### src/rtl/sr_latch.sv
// Clocked, enable-gated SR storage cell with complementary outputs and a forbidden-input flag.
// Build option SR_LATCH_SET_PRIORITY_EN: treat s=r=1 as set instead of the NOR-latch 0/0 result.
module sr_latch (
  input  logic clk,
  input  logic rst_n,
  input  logic e,
  input  logic s,
  input  logic r,
  output logic q,
  output logic q_bar,
  output logic invalid
);

  logic q_q, q_d;
  logic q_bar_q, q_bar_d;
  logic invalid_q, invalid_d;

  always_comb begin
    q_d       = q_q;
    q_bar_d   = q_bar_q;
    invalid_d = 1'b0;
    if (e) begin
      unique case ({s, r})
        2'b01: begin
          q_d     = 1'b0;
          q_bar_d = 1'b1;
        end
        2'b10: begin
          q_d     = 1'b1;
          q_bar_d = 1'b0;
        end
        2'b11: begin
          invalid_d = 1'b1;
`ifdef SR_LATCH_SET_PRIORITY_EN
          q_d     = 1'b1;
          q_bar_d = 1'b0;
`else
          // Both NOR outputs are driven low; holds keep this 0/0 pair.
          q_d     = 1'b0;
          q_bar_d = 1'b0;
`endif
        end
        default: ;
      endcase
    end
  end

  always_ff @(posedge clk) begin
    if (!rst_n) begin
      q_q       <= 1'b0;
      q_bar_q   <= 1'b1;
      invalid_q <= 1'b0;
    end else begin
      q_q       <= q_d;
      q_bar_q   <= q_bar_d;
      invalid_q <= invalid_d;
    end
  end

  assign q       = q_q;
  assign q_bar   = q_bar_q;
  assign invalid = invalid_q;

endmodule

### config.mk
export PLATFORM = sky130hd
export DESIGN_NAME = sr_latch
export DESIGN_NICKNAME = d
export VERILOG_FILES = /design/src/rtl/sr_latch.sv
export SDC_FILE = /design/constraint.sdc
export NUM_CORES = 1
export LEC_CHECK = 0
export CAP_MARGIN = 20
export CORE_AREA = 2 2 39 41
export CTS_BUF_LIST = sky130_fd_sc_hd__clkbuf_8 sky130_fd_sc_hd__clkbuf_16
export DETAILED_ROUTE_END_ITERATION = 8
export DIE_AREA = 0 0 41 43
export PLACE_DENSITY = 0.3
export SYNTH_ARGS = -nofsm -noshare
export SYNTH_HDL_FRONTEND = slang
export SYNTH_SLANG_ARGS = --single-unit
### constraint.sdc
create_clock -name clk -period 1 [get_ports clk]
set_input_delay 0.15 -clock clk [delete_from_list [all_inputs] [get_ports clk]]
set_output_delay 0.15 -clock clk [all_outputs]
set_load 0.005 [all_outputs]
==> summary.md <==
| Metric | Value |
|---|---|
| Via-per-instance ratio | 3.03 |
| CP Class | reg -> out |
| WL/cell | 7.36 µm |
| Pwr Density | 2170 nW/µm² |
| Leakage | 0.114 nW |
| Setup-failing EPs final | 0 |
| Worst r2r src | q |
| Hold path startpoint | rst_n |
| Hold-fix buffers at CTS | 0 |
| Register area share after synthesis | 60.0% |
| Final GP Congestion | 0.524 |
| Syn avg cell area | 11.1 µm² |
| Largest net degree at the start of global routing | 4 |
| Residual DRC | 0 |
| Max-slew headroom | 92.6% |
| Max Fclk | 1080 MHz |
| Hold crit path type | in -> reg |
| Die height | 43 µm |
| Crit end category | output port |
| CTS tree | built |
| R2R Path End | q |
| Fin Clk Skew | 0 ns |
| Cell family with most CP delay | flip-flops |
| Drt first pass iters | 4 |
| Finished Core Util | 16.7% |
| Cell Chain, Critical Path | dlygate4sd2_1 |
| Starting Density | 7.23% |
| Min Tclk post-route | 0.923 ns |
| Input/output buffers | 7 |
| Slew of the pin with the lowest slew margin | 0.110 ns |
| Vias in the first global route | 125 |
| Post_cts resized | 3 |
| Core footprint | 1380 µm² |
| Final Slew Violations | 0 |
| FF+latch area | 60.1 µm² |
| Post-Syn Area | 100 µm² |
| Die Area | 1760 µm² |
| Die W | 41 µm |
| Final cycle utilization of the critical path | 92.3% |
| CP max FO | 2 |
| Clk sink count | 3 |
| Gr ovfl total | 0 |
| Slowest stage delay, CP | 0.30 ns |
| Setup Buffers After CTS | 0 |
| H-Tree Level Count | 1 |
| Post-DP HPWL | 196 µm |
| Share of cells above drive strength 1 | 25.0% |
| Row cnt | 14 |
| Synth Instances | 9 |
| First-pass GRT wire length | 483 µm |
| Reg clk slew, reported paths | 0.03 ns |
| Num CTS Buffers | 3 |
| Synth area leaders | dfxtp_1, o211a_1, and2_4 |
| Post-Layout Inst Area | 231 µm² |
| Yosys reg bits | 3 |
| WP data required | 0.85 ns |
| Min Hold Slack | 0.480 ns |
| # IOs | 8 |
| Fin cells | 36 |
| Warnings from Yosys | 0 |
| Tot Pwr | 0.502 mW |
| Hold Vio Cnt, Final | 0 |
| Setup Total Neg Slack | 0 ns |
| Skew-Pair Late Insertion Delay | 0.21 ns |
| Vias | 109 |
| CP max-delay cell | dfxtp_1 |
| Dominant cell type by area after synthesis | dfxtp_1 |
| Placed cell count | 32 |
| Worst Hold Path EP | q_bar |
| Initial antenna violation count | 0 |
| Routed WL | 265 µm |
| Worst vdd ir | 0.000425 V |
| Multi-input gate area | 40.0 µm² |
| R2r worst-path depth | 1 |
| Crit path DAT | 0.77 ns |
| Mapped Nets | 14 |
| Final nets | 26 |
| Fillers | 163 |
| Synth cell types | 7 |
| RSZ-0062 raised after global routing | false |
| Dpl cell area | 190 µm² |
| Yosys top cell area share | 60.0% |
| Worst slack at placement | -0.0821 ns |
| Area delta synth->final | 131% |
| Worst hold path depth | 2 |
| Clk root buf | clkbuf_8 |
| Setup ws final | 0.0774 ns |
| R2r setup slk | 0.37 ns |
| Routed Antenna Nets | 0 |
| GRT Util Overall | 5.22% |
| Initial detailed-routing violation count | 2 |
| Max-cap violations | 0 |
| Worst path bufs/invs | 1 |
| Maximum clock path buffer count | 2 |
| Status | finished clean |
| CP Launch Type | register |
| Number of diodes | 0 |
## power breakdown
part	switching [mW]	internal (mW)	leakage, nW	total (mW)
Sequential	0.00269	0.127	0.0247	0.129
Combinational	0.0106	0.0255	0.0621	0.0360
Clock	0.0762	0.261	0.0269	0.337
## cells by family after synthesis
family             share of synthesized area, %
DFF                                        60.0
and+or+nand+nor                            20.0
AOI/OAI and AO/OA                          20.0
## final cells by class
cell class | count | share of cell area, %
multi-input cells | 6 | 17.3
well taps | 16 | 8.65
flip-flops and latches | 3 | 25.9
clock inverters | 1 | 1.62
clock buffers | 3 | 17.8
repair buffers | 7 | 28.6
## Yosys cell counts (all sizes together)
| library cell | number |
|---|---|
| and2 | 1 |
| and3 | 1 |
| o21ai | 1 |
| a21oi | 1 |
| nand2 | 1 |
| dfxtp | 3 |
| o211a | 1 |
## routing by layer
metal	vias to the layer above	wire length [µm]	share of wire, %	track usage, %
met3	2	80	30	7.33
met2	11	69	26	3.75
met5	-	0	0	0
met1	43	109	41	4.49
li1	53	-	-	-
met4	0	4	1.5	8.00
## worst max-delay path by stage
stage	startpoint	to	slack, ns	cells past startpoint
after detailed placement	e	invalid	-0.08	3
after global routing	q_bar	q_bar	0.04	1
final	q	q	0.08	1
after floorplan	q	q	0.38	1
after CTS	q	q	0.07	1
after global placement	e	invalid	-0.1	3
## cells in the final DEF, fill, tap and decap left out, drive strengths merged
cell,n
dlygate4sd2,3
a21oi,1
clkdlybuf4s50,4
o21ai,1
dfxtp,3
and2,1
clkbuf,3
inv,1
and3,1
o211a,1
nand2,1
## sequential cells by signal (all words and copies together) (netlist names)
name and cells:
invalid 1, q 1, q_bar 1
Note: power is estimated with default switching activity, not from simulation.
